[config.mk]
export PLATFORM = sky130hd
export DESIGN_NAME = multicycle_sequencer_flat
export DESIGN_NICKNAME = d
export VERILOG_FILES = /design/src/rtl/multicycle_sequencer_pkg.sv /design/src/rtl/multicycle_sequencer_if.sv /design/src/rtl/multicycle_sequencer_decode.sv /design/src/rtl/multicycle_sequencer.sv /design/src/flat_wrapper.sv
export SDC_FILE = /design/constraint.sdc
export NUM_CORES = 1
export LEC_CHECK = 0
export CAP_MARGIN = 15
export CORE_AREA = 2 2 39 41
export CTS_CLUSTER_DIAMETER = 60
export DETAILED_ROUTE_END_ITERATION = 7
export DIE_AREA = 0 0 41 43
export PLACE_DENSITY = 0.78
export SLEW_MARGIN = 20
export SYNTH_ARGS = -nofsm -noshare
export SYNTH_HDL_FRONTEND = slang
export SYNTH_SLANG_ARGS = --single-unit
export TNS_END_PERCENT = 10
[constraint.sdc]
create_clock -name clk -period 2.35 [get_ports clk]
set_input_delay 0.235 -clock clk [delete_from_list [all_inputs] [get_ports clk]]
set_output_delay 0.235 -clock clk [all_outputs]
set_load 0.02 [all_outputs]
[src/rtl/multicycle_sequencer_pkg.sv]
// Shared types and constants for the multi-cycle sequencer (package seq_pkg).
// Holds the state enum, the opcode/ALU/select/branch encodings and the opcode class helpers.
package seq_pkg;

  typedef enum logic [2:0] {
    S_FETCH     = 3'd0,
    S_DECODE    = 3'd1,
    S_EXECUTE   = 3'd2,
    S_MEM       = 3'd3,
    S_WRITEBACK = 3'd4,
    S_HALT      = 3'd5
  } stateT;

  localparam logic [3:0] OP_NOP   = 4'h0;
  localparam logic [3:0] OP_ADD   = 4'h1;
  localparam logic [3:0] OP_SUB   = 4'h2;
  localparam logic [3:0] OP_AND   = 4'h3;
  localparam logic [3:0] OP_OR    = 4'h4;
  localparam logic [3:0] OP_XOR   = 4'h5;
  localparam logic [3:0] OP_NOT   = 4'h6;
  localparam logic [3:0] OP_SLT   = 4'h7;
  localparam logic [3:0] OP_LI    = 4'h8;
  localparam logic [3:0] OP_LUI   = 4'h9;
  localparam logic [3:0] OP_LOAD  = 4'hA;
  localparam logic [3:0] OP_STORE = 4'hB;
  localparam logic [3:0] OP_BEQ   = 4'hC;
  localparam logic [3:0] OP_BNE   = 4'hD;
  localparam logic [3:0] OP_JUMP  = 4'hE;
  localparam logic [3:0] OP_HALT  = 4'hF;

  localparam logic [2:0] ALU_ADD = 3'd0;
  localparam logic [2:0] ALU_SUB = 3'd1;
  localparam logic [2:0] ALU_AND = 3'd2;
  localparam logic [2:0] ALU_OR  = 3'd3;
  localparam logic [2:0] ALU_XOR = 3'd4;
  localparam logic [2:0] ALU_NOT = 3'd5;
  localparam logic [2:0] ALU_SLT = 3'd6;

  localparam logic [1:0] SEL_ALU   = 2'b00;
  localparam logic [1:0] SEL_MEM   = 2'b01;
  localparam logic [1:0] SEL_SHIFT = 2'b10;

  localparam logic [3:0] BR_INC = 4'b0000;
  localparam logic [3:0] BR_EQ  = 4'b0001;
  localparam logic [3:0] BR_NE  = 4'b0010;
  localparam logic [3:0] BR_JMP = 4'b0100;

  typedef struct packed {
    logic       pcWrite;
    logic       regWrite;
    logic       dataMemoryFlag;
    logic       memRead;
    logic [3:0] branchUnitSignals;
    logic [2:0] aluOp;
    logic       shiftUnit;
    logic [1:0] mainSelect;
    logic       halted;
  } ctrlT;

  // ALU, LI and LUI finish through WRITEBACK without touching data memory.
  function automatic logic isRegOp(input logic [3:0] op);
    return (op >= OP_ADD) && (op <= OP_LUI);
  endfunction

  function automatic logic isMemOp(input logic [3:0] op);
    return (op == OP_LOAD) || (op == OP_STORE);
  endfunction

endpackage

[src/rtl/multicycle_sequencer_if.sv]
// Controller-to-datapath bundle; master = sequencer, slave = datapath.
// instrRetired exists only when PERF_COUNTERS_EN is defined.
interface multicycle_sequencer_if #(
  parameter int OPCODE_W = 4
`ifdef PERF_COUNTERS_EN
  , parameter int CNT_W  = 16
`endif
);
  logic [OPCODE_W-1:0] opcode;
  logic                memReady;
  logic                pcWrite;
  logic                regWrite;
  logic                dataMemoryFlag;
  logic                memRead;
  logic [3:0]          branchUnitSignals;
  logic [2:0]          ALUOp;
  logic                shiftUnit;
  logic [1:0]          mainSelect;
  logic                halted;
`ifdef PERF_COUNTERS_EN
  logic [CNT_W-1:0]    instrRetired;
`endif

  modport master (
    input  opcode, memReady,
    output pcWrite, regWrite, dataMemoryFlag, memRead, branchUnitSignals,
           ALUOp, shiftUnit, mainSelect, halted
`ifdef PERF_COUNTERS_EN
    , output instrRetired
`endif
  );

  modport slave (
    output opcode, memReady,
    input  pcWrite, regWrite, dataMemoryFlag, memRead, branchUnitSignals,
           ALUOp, shiftUnit, mainSelect, halted
`ifdef PERF_COUNTERS_EN
    , input instrRetired
`endif
  );
endinterface

[src/rtl/multicycle_sequencer_decode.sv]
// Combinational map from (state, latched opcode) to the control bundle.
// memReady only qualifies the PC update of a STORE completing in MEM.
module seq_decode
  import seq_pkg::*;
(
  input  stateT      state,
  input  logic [3:0] latchedOpcode,
  input  logic       memReady,
  output ctrlT       ctrl
);

  ctrlT sel;

  // Instruction-level select values, held from EXECUTE to the last state.
  always_comb begin
    sel = '0;
    case (latchedOpcode)
      OP_ADD:   sel.aluOp = ALU_ADD;
      OP_SUB:   sel.aluOp = ALU_SUB;
      OP_AND:   sel.aluOp = ALU_AND;
      OP_OR:    sel.aluOp = ALU_OR;
      OP_XOR:   sel.aluOp = ALU_XOR;
      OP_NOT:   sel.aluOp = ALU_NOT;
      OP_SLT:   sel.aluOp = ALU_SLT;
      OP_LI: begin
        sel.mainSelect = SEL_SHIFT;
        sel.shiftUnit  = 1'b0;
      end
      OP_LUI: begin
        sel.mainSelect = SEL_SHIFT;
        sel.shiftUnit  = 1'b1;
      end
      OP_LOAD:  sel.mainSelect        = SEL_MEM;
      OP_BEQ:   sel.branchUnitSignals = BR_EQ;
      OP_BNE:   sel.branchUnitSignals = BR_NE;
      OP_JUMP:  sel.branchUnitSignals = BR_JMP;
      default:  sel = '0;
    endcase
  end

  // Per-state strobes layered on top of the held selects.
  always_comb begin
    ctrl = '0;
    case (state)
      S_EXECUTE: begin
        ctrl = sel;
        if (isRegOp(latchedOpcode) || isMemOp(latchedOpcode)) begin
          ctrl.pcWrite = 1'b0;
        end else begin
          ctrl.pcWrite = 1'b1;
        end
      end
      S_MEM: begin
        ctrl                = sel;
        ctrl.memRead        = (latchedOpcode == OP_LOAD);
        ctrl.dataMemoryFlag = (latchedOpcode == OP_STORE);
        // A STORE retires in the very cycle memory acknowledges it.
        ctrl.pcWrite        = (latchedOpcode == OP_STORE) && memReady;
      end
      S_WRITEBACK: begin
        ctrl          = sel;
        ctrl.regWrite = 1'b1;
        ctrl.pcWrite  = 1'b1;
      end
      S_HALT:  ctrl.halted = 1'b1;
      default: ctrl = '0;
    endcase
  end

endmodule

[src/rtl/multicycle_sequencer.sv]
// Multi-cycle FSM controller: FETCH/DECODE/EXECUTE/MEM/WRITEBACK plus absorbing HALT.
// Optional retired-instruction counter guarded by PERF_COUNTERS_EN.
module multicycle_sequencer
  import seq_pkg::*;
#(
  parameter int                  OPCODE_W    = 4,
  parameter logic [OPCODE_W-1:0] HALT_OPCODE = OP_HALT
`ifdef PERF_COUNTERS_EN
  , parameter int                CNT_W       = 16
`endif
)(
  input logic                  clk,
  input logic                  reset,
  multicycle_sequencer_if.master bus
);

  stateT               state;
  stateT               nextState;
  logic [OPCODE_W-1:0] latchedOpcode;
  ctrlT                ctrl;

  // State register and opcode capture at the DECODE edge.
  always_ff @(posedge clk) begin
    if (reset) begin
      state         <= S_FETCH;
      latchedOpcode <= '0;
    end else begin
      state <= nextState;
      if (state == S_DECODE) begin
        latchedOpcode <= bus.opcode;
      end else begin
        latchedOpcode <= latchedOpcode;
      end
    end
  end

  // Transition logic; EXECUTE and MEM branch on the latched opcode class.
  always_comb begin
    nextState = state;
    case (state)
      S_FETCH: nextState = S_DECODE;
      S_DECODE: begin
        if (bus.opcode == HALT_OPCODE) begin
          nextState = S_HALT;
        end else begin
          nextState = S_EXECUTE;
        end
      end
      S_EXECUTE: begin
        if (isRegOp(latchedOpcode)) begin
          nextState = S_WRITEBACK;
        end else if (isMemOp(latchedOpcode)) begin
          nextState = S_MEM;
        end else begin
          nextState = S_FETCH;
        end
      end
      S_MEM: begin
        if (!bus.memReady) begin
          nextState = S_MEM;
        end else if (latchedOpcode == OP_LOAD) begin
          nextState = S_WRITEBACK;
        end else begin
          nextState = S_FETCH;
        end
      end
      S_WRITEBACK: nextState = S_FETCH;
      S_HALT:      nextState = S_HALT;
      default:     nextState = S_FETCH;
    endcase
  end

  seq_decode uDecode (
    .state         (state),
    .latchedOpcode (latchedOpcode),
    .memReady      (bus.memReady),
    .ctrl          (ctrl)
  );

  assign bus.pcWrite           = ctrl.pcWrite;
  assign bus.regWrite          = ctrl.regWrite;
  assign bus.dataMemoryFlag    = ctrl.dataMemoryFlag;
  assign bus.memRead           = ctrl.memRead;
  assign bus.branchUnitSignals = ctrl.branchUnitSignals;
  assign bus.ALUOp             = ctrl.aluOp;
  assign bus.shiftUnit         = ctrl.shiftUnit;
  assign bus.mainSelect        = ctrl.mainSelect;
  assign bus.halted            = ctrl.halted;

`ifdef PERF_COUNTERS_EN
  logic [CNT_W-1:0] retiredCount;

  // One count per PC update; wraps naturally and holds in HALT.
  always_ff @(posedge clk) begin
    if (reset) begin
      retiredCount <= '0;
    end else if (ctrl.pcWrite) begin
      retiredCount <= retiredCount + {{(CNT_W-1){1'b0}}, 1'b1};
    end else begin
      retiredCount <= retiredCount;
    end
  end

  assign bus.instrRetired = retiredCount;
`endif

endmodule

[src/flat_wrapper.sv]
// flat-port wrapper written by rule: the top's interface ports become plain ports
module multicycle_sequencer_flat import seq_pkg::*;
#(
  parameter int                  OPCODE_W    = 4,
  parameter logic [OPCODE_W-1:0] HALT_OPCODE = OP_HALT

)
  (clk, reset, bus_opcode, bus_memReady, bus_pcWrite, bus_regWrite, bus_dataMemoryFlag, bus_memRead, bus_branchUnitSignals, bus_ALUOp, bus_shiftUnit, bus_mainSelect, bus_halted);
  multicycle_sequencer_if #(.OPCODE_W(OPCODE_W)) bus_i ();
  input logic clk;
  input logic reset;
  input wire logic [$bits(bus_i.opcode)-1:0] bus_opcode;
  input wire logic [$bits(bus_i.memReady)-1:0] bus_memReady;
  output wire logic [$bits(bus_i.pcWrite)-1:0] bus_pcWrite;
  output wire logic [$bits(bus_i.regWrite)-1:0] bus_regWrite;
  output wire logic [$bits(bus_i.dataMemoryFlag)-1:0] bus_dataMemoryFlag;
  output wire logic [$bits(bus_i.memRead)-1:0] bus_memRead;
  output wire logic [$bits(bus_i.branchUnitSignals)-1:0] bus_branchUnitSignals;
  output wire logic [$bits(bus_i.ALUOp)-1:0] bus_ALUOp;
  output wire logic [$bits(bus_i.shiftUnit)-1:0] bus_shiftUnit;
  output wire logic [$bits(bus_i.mainSelect)-1:0] bus_mainSelect;
  output wire logic [$bits(bus_i.halted)-1:0] bus_halted;
  assign bus_i.opcode = bus_opcode;
  assign bus_i.memReady = bus_memReady;
  assign bus_pcWrite = bus_i.pcWrite;
  assign bus_regWrite = bus_i.regWrite;
  assign bus_dataMemoryFlag = bus_i.dataMemoryFlag;
  assign bus_memRead = bus_i.memRead;
  assign bus_branchUnitSignals = bus_i.branchUnitSignals;
  assign bus_ALUOp = bus_i.ALUOp;
  assign bus_shiftUnit = bus_i.shiftUnit;
  assign bus_mainSelect = bus_i.mainSelect;
  assign bus_halted = bus_i.halted;
  multicycle_sequencer #(.OPCODE_W(OPCODE_W), .HALT_OPCODE(HALT_OPCODE)) u_core (.clk(clk), .reset(reset), .bus(bus_i));
endmodule
==> results.py <==
metrics = {
    "run_status": {
        "status": "complete, no violations",
    },
    "placed_design": {
        "io_buffer_count": 20,
        "placed_area_um2": 762.0,
        "post-dp-hpwl_um": 1011,
        "place.gp.congestion": 0.7716,
        "dp.cells": 100,
    },
    "sta": {
        "post-route-min-period_ns": 2.179,
        "setup_viol": 0,
        "finalCritPeriodShare": 0.9271,
        "fmax_mhz": 459.0,
        "tns_ns": 0,
        "hold_violations": 0,
        "rsz0062_at_grt": "no",
        "maxSlewViolCount": 0,
        "finalClockSkew_ns": 0.006617,
    },
    "synthesis": {
        "yosys_most_used_dff": "dfxtp_1",
        "ys.warnings.count": 0,
        "synth-seq-cells": 7,
        "synth_common_cells": "9 x nor2_1, 7 x dfxtp_1, 5 x mux2i_1, 4 x nor3_1",
        "synth_cell_types": 36,
        "ys_top_cells_by_area": "dfxtp_1 25%, mux2i_1 8.8%, nor2_1 5.9%",
        "synth_most_common_cell": "nor2_1",
        "syn_nets": 75,
        "synth-edff-count": 0,
        "syn_area_um2": 569.3,
        "avgSynthCellArea_um2": 8.372,
        "synthArstFlopShare": 0,
        "yosysSeqAreaShare": 0.2462,
        "synth_area_leader_cell": "dfxtp_1",
        "postSynthCellCount": 68,
        "netlist.area_leader.share": 0.2462,
    },
    "worst_setup_path": {
        "worstSetupEndpointType": "primary output",
        "path_class": "reg2out",
        "cp_data_arrival_time_ns": 1.94,
        "startpoint": "u_core.state[0]$_SDFF_PP0_",
        "rr_startpoint": "u_core.latchedOpcode[3]$_SDFFE_PP0P_",
        "start_kind": "flip-flop",
        "required_ns": 2.12,
        "cp_max_fo": 8,
    },
    "final_layout": {
        "area_delta_synth_final_pct": 39.78,
        "multi_input_area_um2": 381.6,
        "nets": 96,
        "n_fill_cell": 149,
        "diodes": 0,
        "final_cell_area_um2": 795.8,
        "stdcell_count": 104,
        "drive_gt1_frac": 0.1250,
        "regArea_um2": 141.4,
    },
    "drt": {
        "antenna_left": 0,
        "routed_wl_um": 1297,
        "drc": 0,
        "dr.pass1.iters": 4,
        "wl_per_cell_um": 12.47,
        "viasPerCell": 5.510,
        "drt_iter0_markers": 15,
        "num_vias": 573,
    },
    "grt": {
        "overflow": 0,
        "grt_pass1_wl_um": 2180,
        "use_met2": 0.2938,
        "antenna_found_initial": 0,
        "grt_pass1_vias": 536,
        "gr-max-usage-layer": "met2",
        "grt_usage": 0.1803,
        "grt.met1_usage": 0.1948,
        "grt_start_max_net_pins": 15,
        "use_met3": 0.02618,
    },
    "run": {
        "cap_viol_max_count": 0,
    },
    "power_and_ir_drop": {
        "max-vdd-ir-drop_mv": 0.2441,
        "power.static_leakage_nw": 0.2848,
        "power_density_nw_per_um2": 481.1,
    },
    "clock_tree": {
        "tritoncts": "done",
        "ctsHoldBuffers": 0,
        "htreeDepth": 1,
        "clk_path_buf_depth": 2,
        "clock_latency_ns": 0.25,
        "cts.sinks": 7,
        "clk_pin_slew_ns": 0.05,
        "cts_root_buf": "clkbuf_4",
        "cts_made_buffers": 3,
    },
    "floorplan": {
        "coreArea_um2": 1384,
        "dieWidth_um": 41,
        "initial_core_util": 0.4114,
        "core.rowCount": 14,
        "die_y_um": 43,
        "die_area_um2": 1763,
        "pin_count": 22,
    },
    "worst_hold_path": {
        "min_from": "u_core.state[1]$_SDFF_PP0_",
        "hp-class": "reg2reg",
    },
}
flip-flops by register name, summed over array words and instances (netlist names):
signal,count
u_core.latchedOpcode,4
u_core.state,3
layout make-up:
| class | instances | share of cell area |
|---|---|---|
| repair buffers | 22 | 0.2704 |
| multi-input cells | 52 | 0.4796 |
| clock buffers | 4 | 0.03302 |
| well taps | 16 | 0.02516 |
| inverters | 3 | 0.01415 |
| flip-flops and latches | 7 | 0.1777 |
per-layer routing:
layer / up-vias / wire (um) / part of all wire
met5: - / 0 / 0
met3: 4 / 46 / 0.035
met2: 21 / 639 / 0.49
met1: 253 / 580 / 0.45
li1: 295 / - / -
met4: 0 / 31 / 0.024
per-stage QoR:
stage / hold WS, ns / power [mW] / worst slack (ns) / utilization
6_report: 0.5655 / 0.3829 / 0.1712 / 0.5750
5_1_grt: 0.6015 / 0.4130 / 0.01993 / 0.5750
4_1_cts: 0.6127 / 0.3858 / 0.1014 / 0.5696
3_5_place_dp: 0.6042 / 0.2743 / 0.3821 / 0.5506
3_3_place_gp: 0.6010 / 0.2721 / 0.4016 / 0.5506
2_1_floorplan: 0.2974 / 0.2399 / 0.4022 / -
final timing paths:
path	to	slack [ns]	cells after the start
max	bus_ALUOp[0]	0.17	4
min	u_core.state[0]$_SDFF_PP0_	0.57	1
max reg2reg	u_core.state[1]$_SDFF_PP0_	0.95	3
min reg2reg	u_core.state[0]$_SDFF_PP0_	0.57	1
cells in the final DEF, fill, tap and decap left out, types with 2 or more instances in the layout:
cell type	instances
dfxtp_1	6
nor3_1	4
nor3b_1	3
and4b_1	2
nand4_1	2
nand3b_1	2
nor2_1	9
mux2i_1	5
nor2b_1	2
clkdlybuf4s50_1	20
buf_4	2
inv_1	3
clkbuf_4	3
power by group:
part / switching (mW) / total (mW) / internal [mW]
registers: 0.0256 / 0.157 / 0.132
clock network: 0.0428 / 0.108 / 0.0647
logic: 0.0566 / 0.118 / 0.0615
total: 0.125 / 0.383 / 0.258
critical path: stages (launching register included):
cell	delay [ns]
dfxtp_1	0.37
nor3b_2	0.30
nor2_1	0.15
nor4_1	0.24
clkdlybuf4s50_1	0.64
kinds of logic (layout without fill, tap and decap cells):
family	after synthesis	in the layout	synth area share
buffers and inverters	9	29	0.09449
DFF	7	7	0.2461
muxes	6	6	0.1077
other	1	1	0.006587
and+or+nand+nor	34	34	0.3912
AOI/OAI and AO/OA	11	11	0.1539
timing repair:
item                       in CTS  in global routing
resized for setup               0                  2
setup endpoints to repair       0                  6
buffers inserted                0                  0
(Power assumes the default switching activity.)
==> RTL edit, RTL diff (config.mk and constraints unchanged) <==
Encoding of `stateT`: now one-hot (6 bits for 6 states).
--- a/src/rtl/multicycle_sequencer_pkg.sv
+++ b/src/rtl/multicycle_sequencer_pkg.sv
@@ -4,9 +4,9 @@
 
-  typedef enum logic [2:0] {
-    S_FETCH     = 3'd0,
-    S_DECODE    = 3'd1,
-    S_EXECUTE   = 3'd2,
-    S_MEM       = 3'd3,
-    S_WRITEBACK = 3'd4,
-    S_HALT      = 3'd5
+  typedef enum logic [5:0] {
+    S_FETCH     = 6'b000001,
+    S_DECODE    = 6'b000010,
+    S_EXECUTE   = 6'b000100,
+    S_MEM       = 6'b001000,
+    S_WRITEBACK = 6'b010000,
+    S_HALT      = 6'b100000
   } stateT;
Function: no difference found for any inputs over 10 cycles, from zero or initial values and one cycle with reset high; not proved beyond that.
==> RTL edit against the original RTL <==
  * Routed wire length is 34% higher
  * Synthesized area is 24% higher
  * Critical path depth unchanged
  * Utilization rose by 12 points
  * Worst setup slack worse by 100 ps
  * Critical endpoint is now bus_ALUOp[2]
  * Total power grew 5.9%
  * Cell area up 21%
  * Sequential cell count up 3
==> RTL edit: results (changes against the original RTL) <==
Route
The per-cell via count in the routed design is 5.85 (+6.1%). The number of design-rule violations left by the first detailed-router iteration is 14 (-1). The total wire length after detailed routing was 1.74 mm (+34%). The routed metal-1 wire length is 736 µm (+27%). The highest routed metal layer is met4. The met2 wirelength from detailed routing is 896 µm (+40%). The met3 wirelength from detailed routing came to 86 µm (+87%).

Power and ir drop
The leakage power came to 0.000445 µW (+56%). The peak ir drop on the vdd network is 0.000365 V (+50%).

Synthesis
The commonest register cell after synthesis is dfxtp_1. The post-synth net total is 95 (+27%). Sorting the synthesized cells by area gives the leading types as dfxtp_1, nor3_1, nor2_1, mux2i_1, buf_6.

The count of cell types in the netlist is 36 (unchanged). The sequential cell area fraction in the yosys report is 0.284 (+0.0380). By count the netlist is led by nor2_1, dfxtp_1, nor3_1.

Setup path
The arrival time of data at the critical path endpoint was 2050 ps (+110 ps). The master of the slowest instance on the critical path is clkdlybuf4s50_1. The top fanout value on the critical path is 7 (-1). The launch point of the critical path is u_core.state[2].

The kind of cell adding the most delay to the critical path is buffers and inverters. The worst register-to-register path begins at u_core.state[1].

Final layout
The largest registers in the layout are u_core.state x6, u_core.latchedOpcode x4. The share of post-route cells with drive strength above 1 is 0.156 (+0.0310). The number of filler instances in the final layout is 131 (-12%). The count of nets after finishing is 118 (+23%).

Outcome
The flow ran to the end, and the final reports show no timing, DRC or antenna violations.

Global routing
The maximum number of pins on one net before global-route repair is 12 (-3). The initial antenna violation count is 0 (unchanged). The via count of the first global-routing pass is 654 (+22%). The first-pass GRT wire length is 2.76 mm (+27%).

The all-layer global routing usage was 0.226 (+0.0454).

Clock network
The number of buffers on the longest clock path is 2 (unchanged). The post-CTS clock slew at the launch and capture registers of the worst setup and hold paths is about 60 ps. The cell chosen for the clock root is clkbuf_4. The maximum level of the CTS H-tree is 1 (unchanged).

The post-CTS setup buffer count is 0 (unchanged).

Placed design
The HPWL after detailed placement is 1.32 mm (+31%). The count of port buffers added during placement is 20 (unchanged). The final RePlAce weighted congestion came to 0.790 (+2.4%).

Hold path
The hold path startpoint is bus_opcode[2]. The worst hold path belongs to the class in2reg.

STA
The final worst clock skew was 9.60 ps (+2.98 ps).
-- RTL edit: logic make-up (layout without fill, tap and decap cells) --
family	Yosys count	after routing	share of synthesized area
other	1	1	0.00532
flip-flops	10	10	0.284
multiplexers	4	4	0.0568
XOR/XNOR	1	1	0.0124
AO/OA/AOI/OAI	18	18	0.165
buffers and inverters	7	28	0.0746
AND/OR/NAND/NOR	47	47	0.401
-- RTL edit: area by class of cell --
type | instances | area (µm²) | area share
well taps | 16 | 20.0 | 0.0207
multi-input cells | 71 | 484 | 0.501
repair buffers | 24 | 233 | 0.241
clock buffers | 3 | 22.5 | 0.0233
flip-flops and latches | 10 | 203 | 0.210
inverters | 1 | 3.75 | 0.00389
-- RTL edit: what timing repair did --
item,4_1_cts,5_1_grt
pin swaps,0,0
hold endpoints to repair,0,0
resized for setup,7,9
endpoints found under the setup margin,12,8
-- RTL edit: metal layers --
layer / vias to the layer above / GRT usage
met5: - / 0
met4: 0 / 0.0667
met3: 4 / 0.0576
met2: 22 / 0.394
met1: 342 / 0.251
li1: 363 / -
-- RTL edit: worst paths after layout --
kind	to	slack (ps)	depth (start not counted)
max	bus_ALUOp[2]	70	4
min	u_core.latchedOpcode[2]	610	3
max reg2reg	u_core.state[3]	800	4
min reg2reg	u_core.latchedOpcode[3]	650	2
-- RTL edit: where the power goes --
group          internal [µW]  leakage, µW  switching [µW]
clock                   58.7    0.0000138            51.0
combinational           49.5     0.000349            48.3
sequential               180    0.0000824            17.7
total                    289     0.000445             117
-- RTL edit: through the flow --
stage               hold WS [ps]  setup slack [ps]  std cells  power, µW  area, µm²
floorplan                    307               471         88        261        704
finish                       613              68.0        125        405        966
detailed placement           625               105        122        286        906
global placement             616               135        122        284        906
CTS                          615              3.15        125        398        928
global route                 631              5.09        125        429        966
